$ cat config.mk
export PLATFORM = sky130hd
export DESIGN_NAME = key_matrix_scanner
export DESIGN_NICKNAME = d
export VERILOG_FILES = /design/src/rtl/key_matrix_scanner.sv
export SDC_FILE = /design/constraint.sdc
export NUM_CORES = 1
export LEC_CHECK = 0
export BUFFER_PORTS_ARGS = -buffer_cell sky130_fd_sc_hd__buf_2
export CORE_ASPECT_RATIO = 0.8
export CORE_MARGIN = 10
export CORE_UTILIZATION = 45
export DETAILED_ROUTE_END_ITERATION = 10
export GPL_TIMING_DRIVEN = 0
export PLACE_DENSITY_LB_ADDON = 0.2
export RECOVER_POWER = 25
export SLEW_MARGIN = 20
export SYNTH_ARGS = -nofsm -noshare
export SYNTH_HDL_FRONTEND = slang
export SYNTH_SLANG_ARGS = --single-unit
$ cat constraint.sdc
create_clock -name sysclk -period 4.8 [get_ports sysclk]
set_input_delay 0.96 -clock sysclk [delete_from_list [all_inputs] [get_ports sysclk]]
set_output_delay 0.96 -clock sysclk [all_outputs]
set_load 0.005 [all_outputs]
$ cat src/rtl/key_matrix_scanner.sv
// 8x8 key matrix scanner: active-low row scan, per-key debounce counters,
// and a show-ahead valid/ready FIFO of press/release events.
module key_matrix_scanner #(
    parameter int unsigned CLK_HZ         = 50000000,
    parameter int unsigned SCAN_HZ        = 1000000,
    parameter int unsigned DEBOUNCE_SCANS = 16,
    parameter int unsigned FIFO_DEPTH     = 4
) (
    input  logic        sysclk,
    input  logic        rst_n,
    output logic [7:0]  row_drive,
    input  logic [7:0]  col_sense,
    output logic        event_valid,
    input  logic        event_ready,
    output logic [2:0]  event_row,
    output logic [2:0]  event_col,
    output logic        event_press,
    output logic [63:0] key_state,
    output logic        overflow
);
    localparam int unsigned DIV = CLK_HZ / SCAN_HZ;
    localparam int unsigned DW  = $clog2(DIV);
    localparam int unsigned AW  = $clog2(FIFO_DEPTH);
    localparam logic [7:0] CNT_MAX = 8'(DEBOUNCE_SCANS - 1);

    if (DIV < 12) begin : g_div_check
        $error("key_matrix_scanner: CLK_HZ/SCAN_HZ must be at least 12");
    end
    if (DEBOUNCE_SCANS < 2 || DEBOUNCE_SCANS > 255) begin : g_deb_check
        $error("key_matrix_scanner: DEBOUNCE_SCANS must be in 2..255");
    end
    if (FIFO_DEPTH < 2 || (FIFO_DEPTH & (FIFO_DEPTH - 1)) != 0) begin : g_fifo_check
        $error("key_matrix_scanner: FIFO_DEPTH must be a power of 2, at least 2");
    end

    typedef enum logic {IDLE, SCAN} state_t;

    logic [7:0]    col_meta, col_sync;
    logic [DW-1:0] div_cnt;
    logic          tick;
    logic [2:0]    row, scan_row, col;
    logic [7:0]    snap;
    state_t        state;
    logic [7:0]    cnt [64];
    logic [5:0]    key;
    logic          differ, settle, push;
    logic [6:0]    push_data;

    always_ff @(posedge sysclk or negedge rst_n) begin
        if (!rst_n) begin
            col_meta <= '1;
            col_sync <= '1;
        end else begin
            col_meta <= col_sense;
            col_sync <= col_meta;
        end
    end

    assign tick = (div_cnt == DW'(DIV - 1));

    // Columns are captured at the end of the dwell, long after the synchronizer has settled.
    always_ff @(posedge sysclk or negedge rst_n) begin
        if (!rst_n) begin
            div_cnt   <= '0;
            row       <= '0;
            scan_row  <= '0;
            snap      <= '0;
            row_drive <= 8'hFE;
        end else begin
            div_cnt <= tick ? '0 : div_cnt + DW'(1);
            if (tick) begin
                snap      <= ~col_sync;
                scan_row  <= row;
                row       <= row + 3'd1;
                row_drive <= ~(8'd1 << (row + 3'd1));
            end
        end
    end

    always_comb begin
        key       = {scan_row, col};
        differ    = (snap[col] != key_state[key]);
        settle    = (cnt[key] == CNT_MAX);
        push      = (state == SCAN) && differ && settle;
        push_data = {scan_row, col, ~key_state[key]};
    end

    always_ff @(posedge sysclk or negedge rst_n) begin
        if (!rst_n) begin
            state     <= IDLE;
            col       <= '0;
            key_state <= '0;
            for (int unsigned i = 0; i < 64; i++) cnt[i] <= '0;
        end else begin
            case (state)
                IDLE: begin
                    if (tick) begin
                        state <= SCAN;
                        col   <= '0;
                    end
                end
                SCAN: begin
                    if (!differ) begin
                        cnt[key] <= '0;
                    end else if (settle) begin
                        key_state[key] <= ~key_state[key];
                        cnt[key]       <= '0;
                    end else begin
                        cnt[key] <= cnt[key] + 8'd1;
                    end
                    col <= col + 3'd1;
                    if (col == 3'd7) state <= IDLE;
                end
                default: state <= IDLE;
            endcase
        end
    end

    logic [6:0]  mem [FIFO_DEPTH];
    logic [AW:0] wr_ptr, rd_ptr;
    logic        empty, full, pop, wr_en;

    assign empty = (wr_ptr == rd_ptr);
    assign full  = (wr_ptr[AW] != rd_ptr[AW]) && (wr_ptr[AW-1:0] == rd_ptr[AW-1:0]);
    assign pop   = !empty && event_ready;
    // A pop frees the slot being overwritten, so a full FIFO still accepts a push.
    assign wr_en = push && (!full || pop);

    always_ff @(posedge sysclk or negedge rst_n) begin
        if (!rst_n) begin
            wr_ptr   <= '0;
            rd_ptr   <= '0;
            overflow <= 1'b0;
            for (int unsigned i = 0; i < FIFO_DEPTH; i++) mem[i] <= '0;
        end else begin
            if (wr_en) begin
                mem[wr_ptr[AW-1:0]] <= push_data;
                wr_ptr              <= wr_ptr + (AW + 1)'(1);
            end
            if (pop) rd_ptr <= rd_ptr + (AW + 1)'(1);
            if (push && !wr_en) overflow <= 1'b1;
        end
    end

    assign event_valid = !empty;
    assign {event_row, event_col, event_press} = event_valid ? mem[rd_ptr[AW-1:0]] : 7'd0;

endmodule

==> flow_metrics.py <==
metrics = {
    "sta": {
        "finClkSkew_ns": 0.0277,
        "setup_viol": 29,
        "worst_hold_slack_ns": 0.352,
        "layout_setup_ws_ns": -0.0978,
        "tns_ns": -1.05,
        "tightest_slew_ns": 2.37,
        "hold_viol": 0,
        "period_share": 1.02,
        "final_max_slew_viol_count": 132,
        "max_freq_mhz": 204,
        "period_needed_ns": 4.90,
        "slew_headroom": -0.578,
    },
    "yosys": {
        "synth-edff-count": 0,
        "synth_flop_cell": "dfrtp_1",
        "syn_nets": 2965,
        "yosysWarningCount": 0,
        "synth.area.top_cells": "dfrtp_1 52%, o21ai_0 9.0%, nand2_1 7.7%",
        "synthArstFlopShare": 1.00,
        "yosys_register_bits": 659,
        "post_synth_num_cell_types": 71,
        "syn_avg_cell_area_um2": 10.3,
        "synth_top_cell_by_area": "dfrtp_1",
        "synthesis.instances": 2939,
        "synth_area_um2": 30300,
        "ys_seq_area_frac": 0.545,
        "yosysTopAreaCellShare": 0.525,
    },
    "finish": {
        "mostFrequentLayoutCell": "dfrtp_1",
        "final_cell_mix": "634 x dfrtp_1, 623 x nand2_1, 535 x o21ai_0, 132 x clkbuf_1, 105 x mux2i_1",
        "drive_above_1_share": 0.202,
        "fin_nets": 3174,
        "fill_cells": 6025,
        "syn2layout_area_growth_pct": 18.2,
        "final_cell_area_um2": 35800,
    },
    "global_route": {
        "top_usage_layer": "met1",
        "grt_max_degree": 106,
        "grt.total_usage": 0.356,
        "antenna_found_initial": 5,
        "grt_pass1_vias": 26237,
        "met1_usage": 0.485,
        "use_met2": 0.485,
        "grt_first_pass_wirelength_um": 198000,
        "overflow": 0,
        "grtUsageMet3": 0.129,
    },
    "route": {
        "wl_um": 141000,
        "postRouteAntennaNets": 0,
        "first_iter_violations": 4048,
        "drc": 0,
        "wl_per_cell_um": 34.6,
        "vias": 27326,
        "vias_per_cell": 6.71,
        "drt-pass1-iter-count": 7,
    },
    "outcome": {
        "violations": "capacitance limit, slew limit, setup timing",
        "outcome": "complete, but fails checks",
    },
    "placed_design": {
        "place.gp.congestion": 0.992,
        "io_buffers": 91,
        "dpl_cell_area_um2": 32200,
        "dp_hpwl_um": 97000,
    },
    "pwr": {
        "p_sw_mw": 2.68,
        "total_power_mw": 11.6,
        "switching_share": 0.232,
        "vdd_drop_max_uv": 256,
        "seqPwrFrac": 0.484,
        "clkPwrFrac": 0.492,
        "power_frac_comb": 0.024,
        "leakagePower_nw": 15.2,
        "p_per_area_nw_per_um2": 323,
        "p_int_mw": 8.88,
    },
    "worst_setup_path": {
        "cp.arrival_ns": 5.39,
        "cpPeakStageDelay_ns": 0.93,
        "reg2reg_slack_ns": -0.1,
        "slowest_stage": "nor2_1",
        "crit_start": "col[2]$_DFFE_PN0P_",
        "r2r_end": "cnt[462]$_DFFE_PN0P_",
        "worstRegToRegCells": 13,
        "crit_chain": "buf_6 > buf_8 > buf_12 > buf_12 > buf_12 > buf_12 > nand2_1 > nor2_1 > clkbuf_2 > nand2_1 > clkbuf_1 > nand2_1 > o21ai_0",
        "cp_num_cells": 13,
        "path_delay_family": "buffers and inverters",
        "cpMostUsedCell": "buf_12",
        "critPathBufInv": 8,
        "cp-start-kind": "register",
        "required_ns": 5.30,
        "cp_max_fo": 10,
        "cp-endpoint": "cnt[462]$_DFFE_PN0P_",
        "reg2reg_from": "col[2]$_DFFE_PN0P_",
        "setup.worst_path.end_class": "register",
        "worstSetupPathType": "reg2reg",
    },
    "clock_network": {
        "cts_buffer_depth": 3,
        "cts-root-buf": "clkbuf_16",
        "cts_tree": "done",
        "cts_buffers": 72,
        "clock_latency_ns": 0.64,
        "htree_levels": 3,
        "clkTransAtPathRegs_ns": 0.06,
        "cts.sinks": 659,
    },
    "die": {
        "initial_core_util": 0.453,
        "design.die.area_um2": 78200,
        "die_y_um": 252,
        "die_x_um": 310,
        "io_pins": 92,
        "rows": 85,
        "core-area_um2": 67000,
    },
    "run": {
        "drv_cap": 2,
    },
    "worst_hold_path": {
        "hold_class": "reg2reg",
    },
}
how the worst min path moves through the flow:
stage / slack (ns) / cells after the start / end / startpoint
2_1_floorplan: 0.35 / 0 / col_sync[0]$_DFF_PN1_ / col_meta[0]$_DFF_PN1_
3_3_place_gp: 0.35 / 0 / col_sync[7]$_DFF_PN1_ / col_meta[7]$_DFF_PN1_
3_5_place_dp: 0.35 / 0 / col_sync[4]$_DFF_PN1_ / col_meta[4]$_DFF_PN1_
4_1_cts: 0.23 / 1 / cnt[93]$_DFFE_PN0P_ / rst_n
5_1_grt: 0.36 / 0 / col_sync[6]$_DFF_PN1_ / col_meta[6]$_DFF_PN1_
6_report: 0.35 / 0 / col_sync[4]$_DFF_PN1_ / col_meta[4]$_DFF_PN1_
final cells by class:
class | count | area, µm² | share of cell area
diodes | 4 | 10.0 | 0.000279
clock buffers | 100 | 2090 | 0.0583
inverters | 15 | 65.1 | 0.00182
flip-flops and latches | 659 | 16500 | 0.461
clock inverters | 27 | 273 | 0.00761
multi-input cells | 2006 | 12900 | 0.361
plain buffers | 255 | 1910 | 0.0532
repair buffers | 139 | 948 | 0.0265
well taps | 870 | 1090 | 0.0304
per-stage QoR:
step	cells	setup slack, ns	utilization
finish	4075	-0.0978	0.535
floorplan	2939	0.931	-
global placement	3900	-10.91	0.476
global route	4071	-0.00159	0.535
detailed placement	3911	-2.77	0.480
CTS	4058	0.00114	0.531
logic make-up after synthesis:
logic type	Yosys count	synth area share
muxes	215	0.0937
AOI/OAI and AO/OA	891	0.186
adders and majority gates	15	0.00619
DFF	659	0.545
xor gates and xnor gates	23	0.00689
and+or+nand+nor	862	0.121
buffers and inverters	274	0.0410
cell usage after synthesis (11+ instances only):
library cell,count
a21oi_1,40
a221o_1,12
a221oi_1,34
a22oi_1,33
a31oi_1,13
and3_1,11
buf_2,49
buf_4,15
buf_6,13
clkbuf_1,175
dfrtp_1,636
dfstp_2,23
ha_1,15
inv_1,14
mux2_2,52
mux2i_1,107
mux4_2,49
nand2_1,625
nand3_1,89
nor2_1,57
nor2b_1,14
o21ai_0,543
o22ai_1,23
o31ai_1,73
o31ai_2,59
xnor2_1,15
worst register-to-register path, cell delays in order (launching register included):
cell and delay (ns):
dfrtp_2 0.44, buf_6 0.19, buf_8 0.23, buf_12 0.23
buf_12 0.22, buf_12 0.26, buf_12 0.22, nand2_1 0.15
nor2_1 0.93, clkbuf_2 0.78, nand2_1 0.48, clkbuf_1 0.40
nand2_1 0.16, o21ai_0 0.09
layer usage:
| metal | wire, µm | up-vias | part of all wire |
|---|---|---|---|
| li1 | - | 10913 | - |
| met1 | 55000 | 13854 | 0.39 |
| met2 | 56900 | 2077 | 0.40 |
| met3 | 20100 | 480 | 0.14 |
| met4 | 8830 | 2 | 0.063 |
| met5 | 12 | - | 0.000085 |
flip-flops by register name, indices dropped and copies added, names as in the netlist:
name / flops
col_sync: 8
overflow: 1
row_drive: 8
rd_ptr: 3
cnt: 512
wr_ptr: 3
col_meta: 8
row: 3
mem: 28
key_state: 64
scan_row: 3
snap: 8
div_cnt: 6
col: 3
state: 1
power groups by stage:
stage,sequential [mW],clock [mW],combinational [mW]
after floorplan,5.69,0,0.114
after global placement,5.70,0,0.265
after detailed placement,5.69,0,0.297
after CTS,5.59,5.68,0.298
after global routing,5.59,5.89,0.316
final,5.59,5.69,0.279
timing repair:
item                       CTS  global route
hold buffers                 0             0
pin swaps                   15             8
gates resized for setup    241            64
buffers inserted            23            14
setup endpoints to repair  608           419
(Power assumes the default switching activity.)
